File: src/rtl/cpu_pkg.sv
`default_nettype none
// ============================================================================
// Package     : cpu_pkg
// Description : Shared widths, default constants and fetch-stage types.
//               PC_W / INSTR_W : program counter and instruction widths
//               NOP_INSTR      : default bubble instruction
//               fetch_state_t  : fetch request state (IDLE / WAIT / DROP)
// Revision    : 1.0 - initial release
// ============================================================================
package cpu_pkg;

  localparam int PC_W    = 16;
  localparam int INSTR_W = 16;

  localparam logic [INSTR_W-1:0] NOP_INSTR = 16'h0000;

  // IDLE : no request outstanding
  // WAIT : request outstanding, response will be buffered
  // DROP : request outstanding, response belongs to a squashed path
  typedef enum logic [1:0] {
    IDLE = 2'd0,
    WAIT = 2'd1,
    DROP = 2'd2
  } fetch_state_t;

endpackage : cpu_pkg
`default_nettype wire

File: src/rtl/fetch_buf.sv
`default_nettype none
// ============================================================================
// Module      : fetch_buf
// Description : Synchronous FIFO used as the fetch prefetch buffer.
//               clk, rst_n : clock, synchronous active-low reset
//               push, din  : write request and data
//               pop        : read request (head advances)
//               clear      : empty the buffer; wins over push and pop
//               full/empty : occupancy flags
//               count      : number of stored entries
//               head       : oldest entry (meaningful only when !empty)
// Revision    : 1.0 - initial release
// ============================================================================
module fetch_buf #(
  parameter int WIDTH = 32,
  parameter int DEPTH = 2   // power of two, >= 2
) (
  input  logic                       clk,
  input  logic                       rst_n,
  input  logic                       push,
  input  logic [WIDTH-1:0]           din,
  input  logic                       pop,
  input  logic                       clear,
  output logic                       full,
  output logic                       empty,
  output logic [$clog2(DEPTH+1)-1:0] count,
  output logic [WIDTH-1:0]           head
);

  localparam int c_PTR_W = $clog2(DEPTH);
  localparam int c_CNT_W = $clog2(DEPTH + 1);

  logic [WIDTH-1:0]   r_mem [DEPTH];
  logic [c_PTR_W-1:0] r_rd_ptr;
  logic [c_PTR_W-1:0] r_wr_ptr;
  logic [c_CNT_W-1:0] r_count;

  logic w_do_push;
  logic w_do_pop;

  assign w_do_push = push && !full;
  assign w_do_pop  = pop && !empty;

  // Pointers wrap naturally because DEPTH is a power of two.
  always_ff @(posedge clk) begin
    if (!rst_n || clear) begin
      r_rd_ptr <= '0;
      r_wr_ptr <= '0;
      r_count  <= '0;
    end else begin
      if (w_do_push) r_wr_ptr <= r_wr_ptr + 1'b1;
      if (w_do_pop)  r_rd_ptr <= r_rd_ptr + 1'b1;
      r_count <= r_count + c_CNT_W'(w_do_push) - c_CNT_W'(w_do_pop);
    end
  end

  // Storage carries no reset; stale contents are never exposed while empty.
  always_ff @(posedge clk) begin
    if (w_do_push && !clear) r_mem[r_wr_ptr] <= din;
  end

  assign full  = (r_count == c_CNT_W'(DEPTH));
  assign empty = (r_count == '0);
  assign count = r_count;
  assign head  = r_mem[r_rd_ptr];

endmodule : fetch_buf
`default_nettype wire

File: src/rtl/if_fetch_unit.sv
`default_nettype none
// ============================================================================
// Module      : if_fetch_unit
// Description : Instruction fetch stage. Generates the PC, runs a single-
//               outstanding req/ack handshake to instruction memory, buffers
//               returned words and presents the head entry to IF/ID.
//               clk, rst_n                  : clock, synchronous active-low reset
//               imem_req/addr/ack/rdata     : instruction memory handshake
//               redirect_valid/redirect_pc  : taken branch/jump from EX
//               stall_if                    : IF/ID will not accept this cycle
//               if_pc/if_instr/if_valid     : head entry towards IF/ID
//               flush_id                    : clear IF/ID (same cycle as redirect)
// Revision    : 1.0 - initial release
// ============================================================================
module if_fetch_unit #(
  parameter logic [cpu_pkg::PC_W-1:0]    RESET_PC  = 16'h0000,
  parameter int                          BUF_DEPTH = 2,
  parameter logic [cpu_pkg::INSTR_W-1:0] NOP_INSTR = cpu_pkg::NOP_INSTR
) (
  input  logic                          clk,
  input  logic                          rst_n,
  output logic                          imem_req,
  output logic [cpu_pkg::PC_W-1:0]      imem_addr,
  input  logic                          imem_ack,
  input  logic [cpu_pkg::INSTR_W-1:0]   imem_rdata,
  input  logic                          redirect_valid,
  input  logic [cpu_pkg::PC_W-1:0]      redirect_pc,
  input  logic                          stall_if,
  output logic [cpu_pkg::PC_W-1:0]      if_pc,
  output logic [cpu_pkg::INSTR_W-1:0]   if_instr,
  output logic                          if_valid,
  output logic                          flush_id
);

  import cpu_pkg::*;

  localparam int                 c_CNT_W = $clog2(BUF_DEPTH + 1);
  localparam int                 c_ENT_W = PC_W + INSTR_W;
  localparam logic [c_CNT_W-1:0] c_DEPTH = c_CNT_W'(BUF_DEPTH);

  fetch_state_t       r_state;
  fetch_state_t       w_state_nxt;
  logic [PC_W-1:0]    r_fetch_pc;
  logic [PC_W-1:0]    w_fetch_pc_nxt;
  logic [PC_W-1:0]    r_pending;
  logic [PC_W-1:0]    w_pending_nxt;

  logic               w_push;
  logic               w_pop;
  logic               w_full;
  logic               w_empty;
  logic [c_CNT_W-1:0] w_count;
  logic [c_CNT_W-1:0] w_count_after;
  logic [c_ENT_W-1:0] w_din;
  logic [c_ENT_W-1:0] w_head;

  // A redirect squashes the ack in the same cycle, so nothing is pushed.
  assign w_push = (r_state == WAIT) && imem_ack && !redirect_valid;
  assign w_pop  = !w_empty && !stall_if;
  assign w_din  = {r_fetch_pc, imem_rdata};

  // Occupancy after this edge, ignoring a clear (the redirect path handles that).
  assign w_count_after = w_count + c_CNT_W'(w_push) - c_CNT_W'(w_pop);

  fetch_buf #(
    .WIDTH (c_ENT_W),
    .DEPTH (BUF_DEPTH)
  ) u_fetch_buf (
    .clk   (clk),
    .rst_n (rst_n),
    .push  (w_push),
    .din   (w_din),
    .pop   (w_pop),
    .clear (redirect_valid),
    .full  (w_full),
    .empty (w_empty),
    .count (w_count),
    .head  (w_head)
  );

  // State, fetch address and pending redirect target.
  always_ff @(posedge clk) begin
    if (!rst_n) begin
      r_state    <= IDLE;
      r_fetch_pc <= RESET_PC;
      r_pending  <= RESET_PC;
    end else begin
      r_state    <= w_state_nxt;
      r_fetch_pc <= w_fetch_pc_nxt;
      r_pending  <= w_pending_nxt;
    end
  end

  // Next-state and address update.
  always_comb begin
    w_state_nxt    = r_state;
    w_fetch_pc_nxt = r_fetch_pc;
    w_pending_nxt  = r_pending;
    case (r_state)
      IDLE: begin
        if (redirect_valid) begin
          // Take the new target now; launch from it next cycle.
          w_fetch_pc_nxt = redirect_pc;
        end else if (!w_full) begin
          w_state_nxt = WAIT;
        end
      end
      WAIT: begin
        if (redirect_valid) begin
          if (imem_ack) begin
            w_fetch_pc_nxt = redirect_pc;
            w_state_nxt    = IDLE;
          end else begin
            // Request cannot be retracted; wait out its response.
            w_pending_nxt = redirect_pc;
            w_state_nxt   = DROP;
          end
        end else if (imem_ack) begin
          w_fetch_pc_nxt = r_fetch_pc + 1'b1;
          if (w_count_after >= c_DEPTH) w_state_nxt = IDLE;
        end
      end
      DROP: begin
        if (imem_ack) begin
          // Latest redirect wins, even one arriving with the ack.
          w_fetch_pc_nxt = redirect_valid ? redirect_pc : r_pending;
          w_state_nxt    = IDLE;
        end else if (redirect_valid) begin
          w_pending_nxt = redirect_pc;
        end
      end
      default: begin
        w_state_nxt = IDLE;
      end
    endcase
  end

  // Outputs.
  always_comb begin
    imem_req  = (r_state != IDLE);
    imem_addr = r_fetch_pc;
    if_valid  = !w_empty;
    if_pc     = w_empty ? '0 : w_head[c_ENT_W-1:INSTR_W];
    if_instr  = w_empty ? NOP_INSTR : w_head[INSTR_W-1:0];
    flush_id  = redirect_valid;
  end

endmodule : if_fetch_unit
`default_nettype wire

File: config.mk
export PLATFORM = sky130hd
export DESIGN_NAME = if_fetch_unit
export DESIGN_NICKNAME = d
export VERILOG_FILES = /design/src/rtl/cpu_pkg.sv /design/src/rtl/fetch_buf.sv /design/src/rtl/if_fetch_unit.sv
export SDC_FILE = /design/constraint.sdc
export NUM_CORES = 1
export LEC_CHECK = 0
export CORE_MARGIN = 2
export CORE_UTILIZATION = 58
export CTS_BUF_LIST = sky130_fd_sc_hd__clkbuf_4
export CTS_CLUSTER_DIAMETER = 40
export DETAILED_ROUTE_END_ITERATION = 7
export GPL_TIMING_DRIVEN = 0
export PLACE_DENSITY = 0.87
export SYNTH_ARGS = -nofsm -noshare
export SYNTH_HDL_FRONTEND = slang
export SYNTH_SLANG_ARGS = --single-unit
File: constraint.sdc
create_clock -name clk -period 4.9 [get_ports clk]
set_clock_uncertainty 0.15 [all_clocks]
set_input_delay 0.735 -clock clk [delete_from_list [all_inputs] [get_ports clk]]
set_output_delay 0.735 -clock clk [all_outputs]
set_load 0.02 [all_outputs]
# Word level (Yosys, flattened, before mapping)
# Memories as Yosys holds them, arrays and structs flattened. A register that Yosys moved wholly into a read port is not among the register bits.
# Cells that the tools add are included.
op_classes:
  addsub: 7
  reduce_logical: 20
  eq_ne: 13
  muxes: 25
  n_lt_le_gt_ge: 1
op_table:
  columns: ["operator", "count"]
  rows:
  - ["2-to-1 mux 16 bit", 11]
  - ["one-hot mux 16 bit (3 select lines)", 1]
  - ["one-hot mux 16 bit (2 select lines)", 1]
  - ["adder 16 x 1 -> 16 bit (second input constant)", 1]
  - ["inequality test 2 bit (second input constant)", 8]
  - ["2-to-1 mux 2 bit", 7]
  - ["AND reduction 4 bit", 2]
  - ["logical AND 1 bit", 6]
  - ["one-hot mux 2 bit (3 select lines)", 1]
  - ["logical NOT 1 bit", 5]
  - ["AND reduction 5 bit", 1]
  - ["adder 2 x 1 -> 2 bit", 2]
  - ["equality test 2 bit (second input constant)", 2]
  - ["logical NOT 2 bit", 2]
  - ["2-to-1 mux 1 bit", 4]
  - ["nonzero test 2 bit", 2]
  - ["subtractor 2 x 1 -> 2 bit", 2]
  - ["inequality test 3 x 2 -> 1 bit (second input constant)", 1]
  - ["inequality test 3 bit (second input constant)", 1]
  - ["nonzero test 3 bit", 1]
  - ["adder 1 bit (second input constant)", 2]
  - ["equality test 2 x 1 -> 1 bit (second input constant)", 1]
  - ["greater-or-equal comparator 2 bit (second input constant)", 1]
  - ["logical OR 1 bit", 1]
totals:
  regBits: 38
  ramBits: 64
  input_bits: 37
  word_cells: 73
  mem_count: 1
memory_table:
  columns: ["memory", "words", "width", "rd", "rd_clocked_by_memory_dff", "wr", "line_no", "rtl"]
  rows:
  - ["u_fetch_buf.r_mem", 2, 32, 1, 1, 1, "fetch_buf.sv:33", "logic [WIDTH-1:0] r_mem [DEPTH];"]

# Logic depth before layout (Yosys ltp)
# Gate-level depths: netlist (run 1).
logic_depth:
  ltp_word: 10
  depth_mapped: 12
  mapped_depth_nobuf: 10

# Hierarchy
# Synthesis (run 1) repeated with hierarchy kept, for this count alone.
unflattened:
  cells_unflattened: 437
  area_unflattened_um2: 5026.1
by_module_without_submodules:
  columns: ["mod", "n_inst", "area_per_inst_um2", "seq_area_each_um2", "cells_each"]
  rows:
  - ["fetch_buf", 1, 2567.5, 2021.9, 128]
  - ["if_fetch_unit", 1, 2458.6, 680.7, 309]

# Least setup slack after synthesis (run 1)
# No wires, ideal clock.
synth_timing:
  path_kind: "input to register"
  start: "in redirect_valid"
  end: "mem u_fetch_buf.r_mem[0][0] (enable)"
  path_slack_ps: 1398
  cell_stages: 6
  t_arrival_ps: 2927
  t_required_ps: 4325
  path_cell_list: "buf_2 nor2b_4 buf_6 nand2_1 a21oi_1 nor2b_1"
synth_via:
  elab_chain_len: 6
synth_lines:
  columns: ["element", "line_no", "rtl"]
  rows:
  - ["start: declaration", "if_fetch_unit.sv:26", "input logic redirect_valid,"]
  - ["logical NOT 1 bit *", "fetch_buf.sv:59, if_fetch_unit.sv:58", null]
  - ["logical AND 1 bit", "if_fetch_unit.sv:58", "assign w_push = (r_state == WAIT) && imem_ack && !redirect_valid;"]
  - ["logical AND 1 bit", "fetch_buf.sv:41", "assign w_do_push = push && !full;"]
  - ["logical AND 1 bit *", "fetch_buf.sv:59", "if (w_do_push && !clear) r_mem[r_wr_ptr] <= din;"]
  - ["2-to-1 mux 1 bit *", "fetch_buf.sv:59", null]
  - ["2-to-1 mux 1 bit (implied by the code) *", "fetch_buf.sv:59", null]
  - ["end: declaration", "fetch_buf.sv:33", null]
# Mark *: on every way between the ends. The rest lies on a longest branch, timed or not.

# Worst setup path after layout (run 1)
layout_timing:
  start: "reg u_fetch_buf.r_count[1] (netlist: u_fetch_buf.count[1])"
  end: "out if_instr[7] (netlist bit)"
layout_via:
  elab_chain_len: 2
layout_lines:
  columns: ["element", "line_no", "rtl"]
  rows:
  - ["start: declaration", "fetch_buf.sv:36", "logic [c_CNT_W-1:0] r_count;"]
  - ["start signal: assignment", "fetch_buf.sv:53", "r_count <= r_count + c_CNT_W'(w_do_push) - c_CNT_W'(w_do_pop);"]
  - ["logical NOT 2 bit", "fetch_buf.sv:63", "assign empty = (r_count == '0);"]
  - ["2-to-1 mux 16 bit", "if_fetch_unit.sv:144", "if_instr = w_empty ? NOP_INSTR : w_head[INSTR_W-1:0];"]
  - ["end: declaration", "if_fetch_unit.sv:30", "output logic [cpu_pkg::INSTR_W-1:0] if_instr,"]
# Every way passes these cells.

==> impl_results.md, run 1 <==
- Finished Layout Cells: 635
- Synth-to-layout area growth: 24.0%
- Status: completed
- Worst skew pair latency: about 450 ps
- Starting Density: 0.607
- Dpl cell area: 0.00573 mm2
- WP data required: about 4000 ps
- Cell area power density: 360 mW/mm2
- Vias: 3761
- Root Driver: clkbuf_4
- Post-synth top flop: edfxtp_1
- Final nets: 573
- I/O Pins: 88
- Post-DP HPWL: roughly 8000 um
- Synth area leaders: edfxtp_1, dfxtp_1, mux2i_1
- Area occupied by multi-input gates: 0.00189 mm2
- Met2 Use GR: 0.439
- GRT busiest layer: met2
- Inst Count DP: 619
- Reg area: 0.00270 mm2
- Routed length per placed instance: 17.4 um
- Gr ovfl total: 0
- Post-synthesis register bit count: 103
- Largest net degree at the start of global routing: 33
- Buffers inserted by post-CTS timing repair: 0
- Unique masters post-synth: 52
- Hold Vio Cnt, Final: 0
- Post-cts sizing count: 0
- CTS buffer count: 9
- Final hold slack: 328 ps
- Max-cap viol count: 0
- Synth async-reset ratio: 0
- DRT Pass-1 Iters: 5
- RSZ-0062 raised after global routing: no
- Post-Route WL: 11000 um
- Drt drc: 0
- Lkg Pwr: 1.97 nW
- Relative slew margins: 0.400
- CP startpoint kind: flop
- Syn Inst Count: between 400 and 500
- Dpl ws: 1630 ps
- Post-route cell area: about 0.0059 mm2
- All-layer global routing usage: 0.249
- Hold Buf Count CTS: 0
- Seq/Total Area, Yosys: 0.570
- Die Ht: between 90 and 100 um
- Core area: 0.00781 mm2
- Final WS setup: 1490 ps
- Port buffer count: 85
- Largest area contributor in the synthesized netlist: edfxtp_1
- Final Core Density: 0.753
- First-pass GRT wire length: 17200 um
- # clock sinks: between 100 and 150
- WP data arrival: 2530 ps
- Antenna violations before repair: 0
- Synth warn: 0
- Vias in the first global route: 3636
- Final Max Slew Viols: 0
- CTS tree: done
- Tmin final: 3410 ps
- Cell Rows: 32
- ANT nets after route: 0
- Final Cycle Share: 0.697
- Worst min-delay path class: reg -> reg
- Power, Total: 2.12 mW
- Syn Nets: ~480
- CP Class: reg -> out
- Die X: 94.4 um
- Mapped Area: roughly 0.0047 mm2
- M1 GR Usage: 0.308
- Post-synth EDFFs: 64
- Max VDD drop: 0.000170 V
- Die ar.: 0.00892 mm2
- Syn avg cell area: approximately 11 um2
- Setup Viol. Count Final: 0
- Share of layout cells above drive strength 1: 0.0713
- Clock-pin transition on the worst setup and hold timing paths: 170 ps
- Routability cong.: 0.915
- Area share of the largest cell type after synthesis: 0.405
- CTS Buffer Depth: 2
- Initial drt markers: 314
- Critical Path Sink Type: primary output
- Final TNS setup: 0 ps
- FMAX: 0.293 GHz
- Critical-path maximum fanout: 10
- FILL cells: 525
- Met3 Usage GRT: 0.0399
- Diode count: 0
- H-Tree Depth: 3
- Slew of the pin with the lowest slew margin: about 900 ps
- Via density: roughly 6
power breakdown:
part           total [mW]  internal [mW]  switching, mW
sequential           1.10           1.01         0.0896
combinational       0.558          0.237          0.321
clock               0.464          0.170          0.294
total                2.12           1.41          0.705
placed cells by master, fill, tap and decap left out, types with 7 or more instances in the layout:
master,instances
a21oi_1,7
clkdlybuf4s50_1,85
edfxtp_1,64
a221oi_1,7
clkbuf_1,12
o21ai_0,17
mux2i_1,38
nand3_1,13
inv_1,11
a22o_1,7
a21boi_0,16
clkbuf_4,10
nand2_1,47
dfxtp_1,39
buf_2,9
nor2_1,64
ha_1,8
registers in the layout, summed over array words and instances (netlist names), named ones only:
signal / cells
u_fetch_buf.count: 2
u_fetch_buf.r_rd_ptr: 1
imem_addr: 16
u_fetch_buf.r_wr_ptr: 1
u_fetch_buf.r_mem: 64
r_pending: 16
r_state: 2
synthesized netlist by cell type (7+ instances only):
cell and number:
mux2i_1 38, dfxtp_1 39, inv_1 11, edfxtp_1 64, ha_1 8, nand3_1 13, buf_2 9, o21ai_0 17
a21boi_0 16, nor2_1 64, clkbuf_1 12, nand2_1 47, a21oi_1 7, a221oi_1 7, a22o_1 7
logic make-up after synthesis:
family          share of synthesized area
simple gates                        0.145
flops                               0.570
compound gates                      0.134
mux                                0.0802
buf+inv                            0.0332
xor+xnor                           0.0166
fa+ha+maj                          0.0211
worst max-delay path: stages, from the launching register on:
cell and delay (ps):
dfxtp_1 400, nor2_1 500, clkbuf_1 480, nor2_1 130
clkdlybuf4s50_1 570
routing by layer:
metal / vias up / part of all wire / wire length [um]
met3: 25 / 0.074 / 816
met5: - / 0 / 0
met2: 197 / 0.50 / 5510
li1: 1772 / - / -
met1: 1767 / 0.40 / 4460
met4: 0 / 0.022 / 247
path summary, 6_finish.rpt:
path | startpoint | endpoint | slack, ps | cells past startpoint
worst max-delay path | u_fetch_buf.count[1]$_SDFF_PP0_ | if_instr[7] | 1490 | 4
worst min-delay path | r_pending[10]$_SDFFE_PN0P_ | r_pending[10]$_SDFFE_PN0P_ | 330 | 2
worst max register to register | r_state[1]$_SDFFE_PN0P_ | u_fetch_buf.r_mem[0][18]$_DFFE_PP_ | 2060 | 8
worst min register to register | r_pending[10]$_SDFFE_PN0P_ | r_pending[10]$_SDFFE_PN0P_ | 330 | 2
cell type report:
cell class              instances  share of cell area
clock buffers                  10              0.0128
clock inverters                 6              0.0128
repair buffers                 85               0.145
inverters                      11             0.00702
multi-input cells             294               0.322
flip-flops and latches        103               0.460
plain buffers                  24              0.0198
well taps                     102              0.0217
Note: power is estimated with default switching activity, not from simulation.
==> run 2, diff against run 1 <==
CORE_UTILIZATION = 54   (was 58)
PLACE_DENSITY = 0.82   (was 0.87)
clock period = 3.19 ns   (was 4.9 ns; I/O delays follow)
==> run 2 against run 1 <==
  * Core utilization down 7.2 points
  * Non-clock buffer count unchanged
  * Critical path depth up 1
  * Sequential power up 53%
  * Global-route usage down 1.7 points
  * Register-to-register slack worse by 1700 ps
  * Combinational power up 52%
  * Sequential share of layout area about the same
  * Wire length down 0.65%
  * Critical path type unchanged
  * Critical endpoint is now if_pc[13]
  * Largest cell class unchanged
  * Largest power group unchanged
==> impl_results.md, run 2 (synthesized netlist as in run 1, its figures left out) <==
- Lkg Pwr: 1.97 nW (-0.13%)
- Max VDD drop: 0.000290 V (+70%)
- Post-route cell area: 0.00589 mm2 (+0.11%)
- Hold endpoint: r_pending[12]$_SDFFE_PN0P_
- Root Driver: clkbuf_4
- Gr ovfl total: 0 (unchanged)
- Routability cong.: 0.914 (-0.12%)
- Final TNS setup: 0 ps (unchanged)
- Initial drt markers: 205 (-35%)
- Dpl ws: -188 ps (-1810 ps)
- Tmin final: 2960 ps
- First-pass GRT wire length: 17600 um (+2.7%)
- All-layer global routing usage: 0.233 (-0.0167)
- Buffers inserted by post-CTS timing repair: 0 (unchanged)
- Die Ht: 97.7 um (+3.5%)
- Hold Vio Cnt, Final: 0 (unchanged)
- WP data required: 2560 ps (-1450 ps)
- Relative slew margins: 0.364 (-0.0357)
- CP top delay family: buffers and inverters
- Hold Crit Start: rst_n
- Clock-pin transition on the worst setup and hold timing paths: 160 ps (about the same)
- CP max-delay cell: clkdlybuf4s50_1
- RSZ-0062 raised after global routing: no
- H-Tree Depth: 3 (unchanged)
- Vias in the first global route: 3559 (-2.1%)
- Die X: 97.7 um (+3.5%)
- Antenna violations before repair: 0 (unchanged)
- CP startpoint kind: flop
- Setup Viol. Count Final: 0 (unchanged)
- Starting Density: 0.549 (-0.0583)
- Post-cts sizing count: 0 (unchanged)
- Crit Reg-Reg Endpoint: u_fetch_buf.r_mem[0][1]$_DFFE_PP_
- Largest net degree at the start of global routing: 33 (unchanged)
- Critical-path maximum fanout: 10 (unchanged)
- Biggest register: u_fetch_buf.r_mem
- WHS Path Cells: 2 (unchanged)
- Cell Rows: 34 (+6.3%)
- Worst path bufs/invs: 3 (+1)
- Max FFs per register: 64 (unchanged)
- Reg area: 0.00270 mm2 (unchanged)
- CP Class: reg -> out
- Via density: 5.72 (-3.5%)
- CP peak stage delay: 550 ps (-20 ps)
- I/O Pins: 88 (unchanged)
- # clock sinks: 103 (unchanged)
- Worst min-delay path class: in -> reg
- Reg2Reg Setup Slack: 370 ps (-1690 ps)
- Status: completed
- Commonest non-fill, non-tap cell in the layout: clkdlybuf4s50_1
- Drt drc: 0 (unchanged)
- Worst skew pair latency: 460 ps (about the same)
- ANT nets after route: 0 (unchanged)
- WP data arrival: 2330 ps (-200 ps)
- Post-Route WL: 11000 um (-0.65%)
- Diode count: 0 (unchanged)
- Final nets: 573 (unchanged)
- Max-cap viol count: 0 (unchanged)
- Core area: 0.00864 mm2 (+11%)
- Post-DP HPWL: 7960 um (-0.62%)
- Vias: 3664 (-2.6%)
- Port buffer count: 85 (unchanged)
- Dpl cell area: 0.00574 mm2 (+0.11%)
- CTS Buffer Depth: 2 (unchanged)
- Final WS setup: 231 ps (-1260 ps)
- R2r worst-path depth: 7 (-1)
- CTS buffer count: 9 (unchanged)
- Area occupied by multi-input gates: 0.00189 mm2 (+0.13%)
- FILL cells: 661 (+26%)
- Slew of the pin with the lowest slew margin: 952 ps (+53.4 ps)
- Reg2reg start: r_state[0]$_SDFFE_PN0P_
- Die ar.: 0.00955 mm2 (+7.1%)
- DRT Pass-1 Iters: 7 (+2)
- Synth-to-layout area growth: 24.1%
- Crit-path cells: clkbuf_1 -> buf_2 -> mux2i_1 -> nor2_1 -> clkdlybuf4s50_1
- Routed length per placed instance: 17.1 um (-1.6%)
- Power, Total: 3.23 mW (+53%)
- Final Cycle Share: 0.928
- CTS tree: done
- Critical Path Sink Type: primary output
- FMAX: 0.338 GHz
- Share of layout cells above drive strength 1: 0.0713 (unchanged)
- Cell area power density: 549 mW/mm2 (+52%)
- Final Max Slew Viols: 0 (unchanged)
- Hold Buf Count CTS: 0 (unchanged)
- Most frequent cells in the layout: clkdlybuf4s50_1, edfxtp_1, nor2_1, nand2_1, dfxtp_1
run 2: changes by cell type in the layout (fill, tap and decap cells not counted):
cell / previous run / this run
clkinv_1: 0 / 1
clkinv_4: 1 / 2
inv_6: 2 / 1
nor2_1: 64 / 63
nor2_2: 2 / 3
clkbuf_4: 10 / 9
run 2: how the worst max path moves through the flow:
stage | endpoint | slack [ps] | cells after the start
2_1_floorplan | u_fetch_buf.r_mem[0][0]$_DFFE_PP_ | 490 | 8
3_3_place_gp | u_fetch_buf.r_mem[0][22]$_DFFE_PP_ | -270 | 4
3_5_place_dp | u_fetch_buf.r_mem[1][21]$_DFFE_PP_ | -190 | 4
4_1_cts | u_fetch_buf.r_mem[1][24]$_DFFE_PP_ | 0.5 | 8
5_1_grt | if_instr[11] | 90 | 4
6_report | if_pc[13] | 230 | 5
run 2: layer usage:
metal  vias up  part of all wire  track usage
li1       1763                 -            -
met1      1749              0.43        0.301
met2       141              0.50        0.407
met3        11             0.054       0.0468
met4         0             0.013       0.0524
met5         -                 0            0
run 2: cell type report:
class,count,share of cell area
Buffer,24,0.0198
Clock buffer,9,0.0115
Clock inverter,7,0.0134
Inverter,11,0.00702
Multi-Input combinational cell,294,0.322
Sequential cell,103,0.459
Tap cell,108,0.0230
Timing Repair Buffer,85,0.145
run 2: power breakdown:
group | leakage [nW] | switching, mW | total (mW) | internal (mW)
Sequential | 0.903 | 0.139 | 1.68 | 1.55
Combinational | 0.991 | 0.484 | 0.847 | 0.363
Clock | 0.0761 | 0.451 | 0.699 | 0.248
Total | 1.97 | 1.07 | 3.23 | 2.16
run 2: worst reg2reg max path, cell delays in order (launching register included):
cell and delay (ps):
dfxtp_1 430, ha_1 170, buf_4 160, nor2b_4 150, buf_6 140, nand2_1 100, a21oi_1 300, nor2b_4 850
run 2: through the flow:
step                      hold slack [ps]  utilization  std cells
after global routing                  238        0.682        641
after global placement                300        0.664        625
after CTS                             228        0.681        641
final                                 225        0.682        641
after detailed placement              309        0.664        625
after floorplan                       285            -        432
